## src/rtl/nibble_serial_compare_if.sv

```systemverilog
// Calculator/comparator bundle for nibble_serial_compare. The sequencer takes the slave side;
// the calculator control path and the external 4-bit comparator share the master side.
interface nibble_serial_compare_if #(
  parameter int NIBBLES = 4
);
  localparam int W = 4 * NIBBLES;

  logic         start;
  logic [W-1:0] op_a;
  logic [W-1:0] op_b;
  logic         busy;
  logic         done;
  logic         a_lt_b;
  logic         a_gt_b;
  logic         a_eq_b;
  logic         cmp_err;

  logic [3:0]   cmp_a;
  logic [3:0]   cmp_b;
  logic         cmp_alb;
  logic         cmp_agb;
  logic         cmp_aeb;
  logic         cmp_ALB;
  logic         cmp_AGB;
  logic         cmp_AEB;

  modport slave (
    input  start, op_a, op_b, cmp_ALB, cmp_AGB, cmp_AEB,
    output busy, done, a_lt_b, a_gt_b, a_eq_b, cmp_err,
           cmp_a, cmp_b, cmp_alb, cmp_agb, cmp_aeb
  );

  modport master (
    output start, op_a, op_b, cmp_ALB, cmp_AGB, cmp_AEB,
    input  busy, done, a_lt_b, a_gt_b, a_eq_b, cmp_err,
           cmp_a, cmp_b, cmp_alb, cmp_agb, cmp_aeb
  );
endinterface

```

## src/rtl/nibble_serial_compare.sv

```systemverilog
// Serial wide magnitude compare using one external cascadable 4-bit comparator, LSB nibble first.
// Optional macro CMP_SIGNED_EN: two's complement operands (MS nibble sign bits inverted on drive).
module nibble_serial_compare #(
  parameter int NIBBLES = 4
) (
  input logic                    clk,
  input logic                    rst_n,
  nibble_serial_compare_if.slave bus
);
  localparam int W  = 4 * NIBBLES;
  localparam int IW = $clog2(NIBBLES) + 1;
  localparam logic [IW-1:0] LAST = IW'(NIBBLES - 1);

  typedef enum logic [1:0] {IDLE, RUN, DONE} state_t;

  state_t        state_q;
  logic [IW-1:0] idx_q;
  logic [W-1:0]  opA_q;
  logic [W-1:0]  opB_q;
  logic [2:0]    cascade_q;
  logic          busy_q;
  logic          done_q;
  logic          lt_q;
  logic          gt_q;
  logic          eq_q;
  logic          err_q;

  logic [2:0]    cascade_d;
  logic          oneHot_d;
  logic [3:0]    nibA_d;
  logic [3:0]    nibB_d;

  assign cascade_d = {bus.cmp_ALB, bus.cmp_AGB, bus.cmp_AEB};
  assign oneHot_d  = (cascade_d == 3'b100) || (cascade_d == 3'b010) || (cascade_d == 3'b001);

  always_comb begin
    nibA_d = '0;
    nibB_d = '0;
    if (state_q == RUN) begin
      nibA_d = 4'(opA_q >> {idx_q, 2'b00});
      nibB_d = 4'(opB_q >> {idx_q, 2'b00});
`ifdef CMP_SIGNED_EN
      // Flipping both sign bits turns a signed top-nibble compare into an unsigned one.
      if (idx_q == LAST) begin
        nibA_d[3] = ~nibA_d[3];
        nibB_d[3] = ~nibB_d[3];
      end
`endif
    end
  end

  assign bus.cmp_a = nibA_d;
  assign bus.cmp_b = nibB_d;
  assign {bus.cmp_alb, bus.cmp_agb, bus.cmp_aeb} = (state_q == RUN) ? cascade_q : 3'b001;

  assign bus.busy    = busy_q;
  assign bus.done    = done_q;
  assign bus.a_lt_b  = lt_q;
  assign bus.a_gt_b  = gt_q;
  assign bus.a_eq_b  = eq_q;
  assign bus.cmp_err = err_q;

  // The comparator triple is propagated untouched even when it is malformed; cmp_err only flags it.
  always_ff @(posedge clk) begin
    if (!rst_n) begin
      state_q   <= IDLE;
      idx_q     <= '0;
      opA_q     <= '0;
      opB_q     <= '0;
      cascade_q <= 3'b001;
      busy_q    <= 1'b0;
      done_q    <= 1'b0;
      lt_q      <= 1'b0;
      gt_q      <= 1'b0;
      eq_q      <= 1'b0;
      err_q     <= 1'b0;
    end else begin
      case (state_q)
        IDLE: begin
          done_q <= 1'b0;
          if (bus.start) begin
            opA_q     <= bus.op_a;
            opB_q     <= bus.op_b;
            idx_q     <= '0;
            cascade_q <= 3'b001;
            err_q     <= 1'b0;
            busy_q    <= 1'b1;
            state_q   <= RUN;
          end
        end
        RUN: begin
          cascade_q <= cascade_d;
          idx_q     <= idx_q + 1'b1;
          if (!oneHot_d) begin
            err_q <= 1'b1;
          end
          if (idx_q == LAST) begin
            {lt_q, gt_q, eq_q} <= cascade_d;
            busy_q  <= 1'b0;
            done_q  <= 1'b1;
            state_q <= DONE;
          end
        end
        DONE: begin
          done_q  <= 1'b0;
          state_q <= IDLE;
        end
        default: begin
          state_q <= IDLE;
        end
      endcase
    end
  end
endmodule
```

## src/flat_wrapper.sv

```systemverilog
// flat-port wrapper written by rule: the top's interface ports become plain ports
module nibble_serial_compare_flat 
#(
  parameter int NIBBLES = 4
)
  (clk, rst_n, bus_start, bus_op_a, bus_op_b, bus_cmp_ALB, bus_cmp_AGB, bus_cmp_AEB, bus_busy, bus_done, bus_a_lt_b, bus_a_gt_b, bus_a_eq_b, bus_cmp_err, bus_cmp_a, bus_cmp_b, bus_cmp_alb, bus_cmp_agb, bus_cmp_aeb);
  nibble_serial_compare_if #(.NIBBLES(NIBBLES)) bus_i ();
  input logic clk;
  input logic rst_n;
  input wire logic [$bits(bus_i.start)-1:0] bus_start;
  input wire logic [$bits(bus_i.op_a)-1:0] bus_op_a;
  input wire logic [$bits(bus_i.op_b)-1:0] bus_op_b;
  input wire logic [$bits(bus_i.cmp_ALB)-1:0] bus_cmp_ALB;
  input wire logic [$bits(bus_i.cmp_AGB)-1:0] bus_cmp_AGB;
  input wire logic [$bits(bus_i.cmp_AEB)-1:0] bus_cmp_AEB;
  output wire logic [$bits(bus_i.busy)-1:0] bus_busy;
  output wire logic [$bits(bus_i.done)-1:0] bus_done;
  output wire logic [$bits(bus_i.a_lt_b)-1:0] bus_a_lt_b;
  output wire logic [$bits(bus_i.a_gt_b)-1:0] bus_a_gt_b;
  output wire logic [$bits(bus_i.a_eq_b)-1:0] bus_a_eq_b;
  output wire logic [$bits(bus_i.cmp_err)-1:0] bus_cmp_err;
  output wire logic [$bits(bus_i.cmp_a)-1:0] bus_cmp_a;
  output wire logic [$bits(bus_i.cmp_b)-1:0] bus_cmp_b;
  output wire logic [$bits(bus_i.cmp_alb)-1:0] bus_cmp_alb;
  output wire logic [$bits(bus_i.cmp_agb)-1:0] bus_cmp_agb;
  output wire logic [$bits(bus_i.cmp_aeb)-1:0] bus_cmp_aeb;
  assign bus_i.start = bus_start;
  assign bus_i.op_a = bus_op_a;
  assign bus_i.op_b = bus_op_b;
  assign bus_i.cmp_ALB = bus_cmp_ALB;
  assign bus_i.cmp_AGB = bus_cmp_AGB;
  assign bus_i.cmp_AEB = bus_cmp_AEB;
  assign bus_busy = bus_i.busy;
  assign bus_done = bus_i.done;
  assign bus_a_lt_b = bus_i.a_lt_b;
  assign bus_a_gt_b = bus_i.a_gt_b;
  assign bus_a_eq_b = bus_i.a_eq_b;
  assign bus_cmp_err = bus_i.cmp_err;
  assign bus_cmp_a = bus_i.cmp_a;
  assign bus_cmp_b = bus_i.cmp_b;
  assign bus_cmp_alb = bus_i.cmp_alb;
  assign bus_cmp_agb = bus_i.cmp_agb;
  assign bus_cmp_aeb = bus_i.cmp_aeb;
  nibble_serial_compare #(.NIBBLES(NIBBLES)) u_core (.clk(clk), .rst_n(rst_n), .bus(bus_i));
endmodule
```

## config.mk

```make
export PLATFORM = sky130hd
export DESIGN_NAME = nibble_serial_compare_flat
export DESIGN_NICKNAME = d
export VERILOG_FILES = /design/src/rtl/nibble_serial_compare_if.sv /design/src/rtl/nibble_serial_compare.sv /design/src/flat_wrapper.sv
export SDC_FILE = /design/constraint.sdc
export NUM_CORES = 1
export LEC_CHECK = 0
export CORE_MARGIN = 2
export CORE_UTILIZATION = 45
export CTS_BUF_LIST = sky130_fd_sc_hd__clkbuf_8
export CTS_CLUSTER_DIAMETER = 60
export CTS_CLUSTER_SIZE = 8
export DETAILED_ROUTE_END_ITERATION = 10
export PLACE_DENSITY = 0.85
export SLEW_MARGIN = 0
export SYNTH_ARGS = -nofsm -noshare
export SYNTH_HDL_FRONTEND = slang
export SYNTH_SLANG_ARGS = --single-unit
export TNS_END_PERCENT = 10
```

## constraint.sdc

```tcl
create_clock -name clk -period 4.48 [get_ports clk]
set_input_delay 0.896 -clock clk [delete_from_list [all_inputs] [get_ports clk]]
set_output_delay 0.896 -clock clk [all_outputs]
set_load 0.03 [all_outputs]
```

==> out/qor.txt <==
Clk buf depth -> 2
CTS tree -> done
Design area -> 2700 sq um
Routed Wire Length -> 4350 microns
All-Layer GR Usage -> 0.188
Vias in the first global route -> 1,669
RSZ-0062 raised after global routing -> false
Hold_sp -> u_core.opB_q[3]
Die X -> 71.1 microns
Fin Clk Skew -> 0.0152 ns
Total power -> 0.852 mW
Initial Utilization -> 0.466
CTS Sinks -> 46
Final Hold Viols -> 0
Final #Nets -> 309
Clk slew on worst S/H paths -> 0.09 ns
Post-Synthesis Cells -> 220
CP startpoint kind -> flip-flop
Filler cells -> 379
Sequential fraction of the synthesis area -> 0.454
Drt pass-1 iters -> 4
Final worst-path setup slack -> 1.16 ns
Row Count -> 24
Max-Cap Viols -> 0
Lkg Pwr -> 1.03 nW
IO buf count -> 54
Remaining antenna violation count after routing -> 0
CTS resizes -> 0
Worst r2r path cells -> 3
Largest net degree at the start of global routing -> 35
Hold_buf cts -> 0
HP Class -> reg -> reg
Setup WS pre-CTS -> 1.49 ns
Ant. Diodes -> 0
GR Overflow Total -> 0
Synth unique cells -> 26
Worst r2r src -> u_core.state_q[0]
Final slew viol count -> 0
Slew headroom -> 0.260
DR vias/cell -> 5.12
Syn Nets -> 261
CP Capture Type -> output pin
Core Region -> 4350 sq um
Syn. warnings -> 0
Root Buffer -> clkbuf_8
Setup_tns -> 0 ns
Peak Freq -> 0.301 GHz
Least-Margin Pin Slew -> 1.11 ns
Placed Area -> 2590 sq um
Synthesized area per cell -> 9.21 sq um
Clk Latency, worst-skew pair -> 0.30 ns
DR iter-0 viols -> 126
Drc violations -> 0
Peak VDD IR -> 0.200 mV
Layout overhead on the synthesized area -> 33.0%
WL/cell -> 13.5 microns
GRT busiest layer -> met2
Crit. Startpoint -> u_core.idx_q[0]
Post-CTS Setup Inserts -> 0
Worst EP required -> 3.58 ns
Crit-path max FO -> 10
Fin crit period -> 3.32 ns
Critical path type -> reg -> out
Pwr dens -> 316 nW/um^2
FF-to-FF End -> u_core.bus.cmp_err
Met1 Use GR -> 0.228
Setup violators final -> 0
Die Y -> 71.1 microns
Outcome -> finished, final reports clean
GR Util met3 -> 0.0413
CTS H-tree depth -> 2
Ports -> 55
CTS buffer count -> 5
Final worst-path cycle share -> 0.740
Met2 Usage GRT -> 0.315
WP data arrival -> 2.42 ns
HPWL Detailed -> 2990 microns
Flop2flop setup slack -> 2.52 ns
Worst hold slack -> 0.457 ns
Die area -> 5060 sq um
Critical path endpoint -> bus_cmp_b[3]
Gpl congestion -> 0.745
Share of cells above drive strength 1 -> 0.0743
First-pass GRT wire length -> 7460 microns
Post-synthesis register bit count -> 46
Area of the mapped netlist -> 2030 sq um
Initial antenna violation count -> 0
Vias -> 1,643
-- final cells by class --
| cell class | instances | area [sq um] | area share |
|---|---|---|---|
| Sequential cell | 46 | 921 | 0.342 |
| Inverter | 2 | 7.51 | 0.00279 |
| Clock inverter | 1 | 8.76 | 0.00325 |
| Tap cell | 52 | 65.1 | 0.0241 |
| Clock buffer | 7 | 96.3 | 0.0357 |
| Timing Repair Buffer | 57 | 563 | 0.209 |
| Multi-Input combinational cell | 156 | 1030 | 0.383 |
-- how the worst min path moves through the flow --
stage	endpoint	slack, ns	cells after the start
3_5_place_dp	u_core.opB_q[1]	0.45	2
3_3_place_gp	u_core.opB_q[5]	0.44	2
4_1_cts	u_core.opB_q[0]	0.46	2
2_1_floorplan	u_core.opA_q[11]	0.43	2
5_1_grt	u_core.opA_q[12]	0.48	2
6_report	u_core.opB_q[3]	0.46	2
-- synthesized netlist by cell type --
master	count	share of area
nand2_1	65	0.12
dfxtp_1	46	0.45
a21boi_0	21	0.078
a21boi_1	11	0.041
nor2b_1	11	0.034
and3_1	10	0.031
buf_2	9	0.022
mux4_2	8	0.089
clkbuf_1	6	0.011
mux2i_1	4	0.020
o21ai_0	4	0.0099
a22oi_1	3	0.011
and2_1	3	0.0093
ha_1	3	0.019
a21oi_1	2	0.0049
inv_1	2	0.0037
nand2b_1	2	0.0062
nor2_1	2	0.0037
a2bb2oi_1	1	0.0043
a31o_1	1	0.0043
buf_1	1	0.0019
nand3b_1	1	0.0037
nor3b_2	1	0.0062
o21bai_1	1	0.0037
or3b_1	1	0.0043
xor2_1	1	0.0043
-- stage by stage --
stage | std cells | util
2_1_floorplan | 220 | -
3_3_place_gp | 313 | 0.595
3_5_place_dp | 313 | 0.595
4_1_cts | 321 | 0.619
5_1_grt | 321 | 0.619
6_report | 321 | 0.619
-- cell usage in the layout (no fill, tap or decap) --
| master | synthesis | layout |
|---|---|---|
| dfxtp_1 | 46 | 46 |
| mux4_2 | 8 | 8 |
| a31o_1 | 1 | 1 |
| nor3b_4 | 0 | 1 |
| clkdlybuf4s50_1 | 0 | 54 |
| a21boi_0 | 21 | 21 |
| and3_1 | 10 | 10 |
| nand2b_1 | 2 | 2 |
| mux2i_1 | 4 | 4 |
| nand3b_1 | 1 | 1 |
| o21ai_0 | 4 | 4 |
| a21boi_1 | 11 | 11 |
| a2bb2oi_1 | 1 | 1 |
| clkinv_4 | 0 | 1 |
| a22oi_1 | 3 | 3 |
| inv_1 | 2 | 2 |
| clkbuf_8 | 0 | 7 |
| or3b_1 | 1 | 1 |
| xor2_1 | 1 | 1 |
| nor2b_1 | 11 | 11 |
| nor2_1 | 2 | 2 |
| o21bai_1 | 1 | 1 |
| a21oi_1 | 2 | 2 |
| and2_1 | 3 | 3 |
| buf_4 | 0 | 3 |
| ha_1 | 3 | 3 |
| nand2_1 | 65 | 65 |
-- cell families after synthesis --
kind of cell,share of synthesized area
multiplexers,0.109
AND/OR/NAND/NOR,0.219
buffers and inverters,0.0389
XOR/XNOR,0.00432
AO/OA/AOI/OAI,0.157
flip-flops,0.454
adder cells (fa/ha/maj),0.0185
-- sequential cells by signal, summed over array words and instances, names as in the netlist --
signal / cells
u_core.opB_q: 16
u_core.idx_q: 3
u_core.bus.a_lt_b: 1
u_core.bus.a_eq_b: 1
u_core.bus.cmp_err: 1
u_core.state_q: 2
u_core.bus.a_gt_b: 1
u_core.bus.done: 1
u_core.cascade_q: 3
u_core.opA_q: 16
u_core.bus.busy: 1
-- routing by layer --
metal,share of wire,up-vias
met5,0,-
met4,0.026,0
met3,0.048,8
met2,0.48,42
met1,0.45,761
li1,-,832
-- where the power goes --
group	leakage, nW	internal (mW)	switching (mW)	total, mW
Combinational	0.602	0.0711	0.0553	0.126
Sequential	0.377	0.431	0.0160	0.447
Clock	0.0544	0.141	0.138	0.279
-- worst max-delay path, stage by stage, from the launching register on --
cell and delay (ns):
dfxtp_1 0.74, mux4_2 0.57, and3_1 0.21, clkdlybuf4s50_1 0.59
No activity file was read; power rests on OpenSTA's default activity.
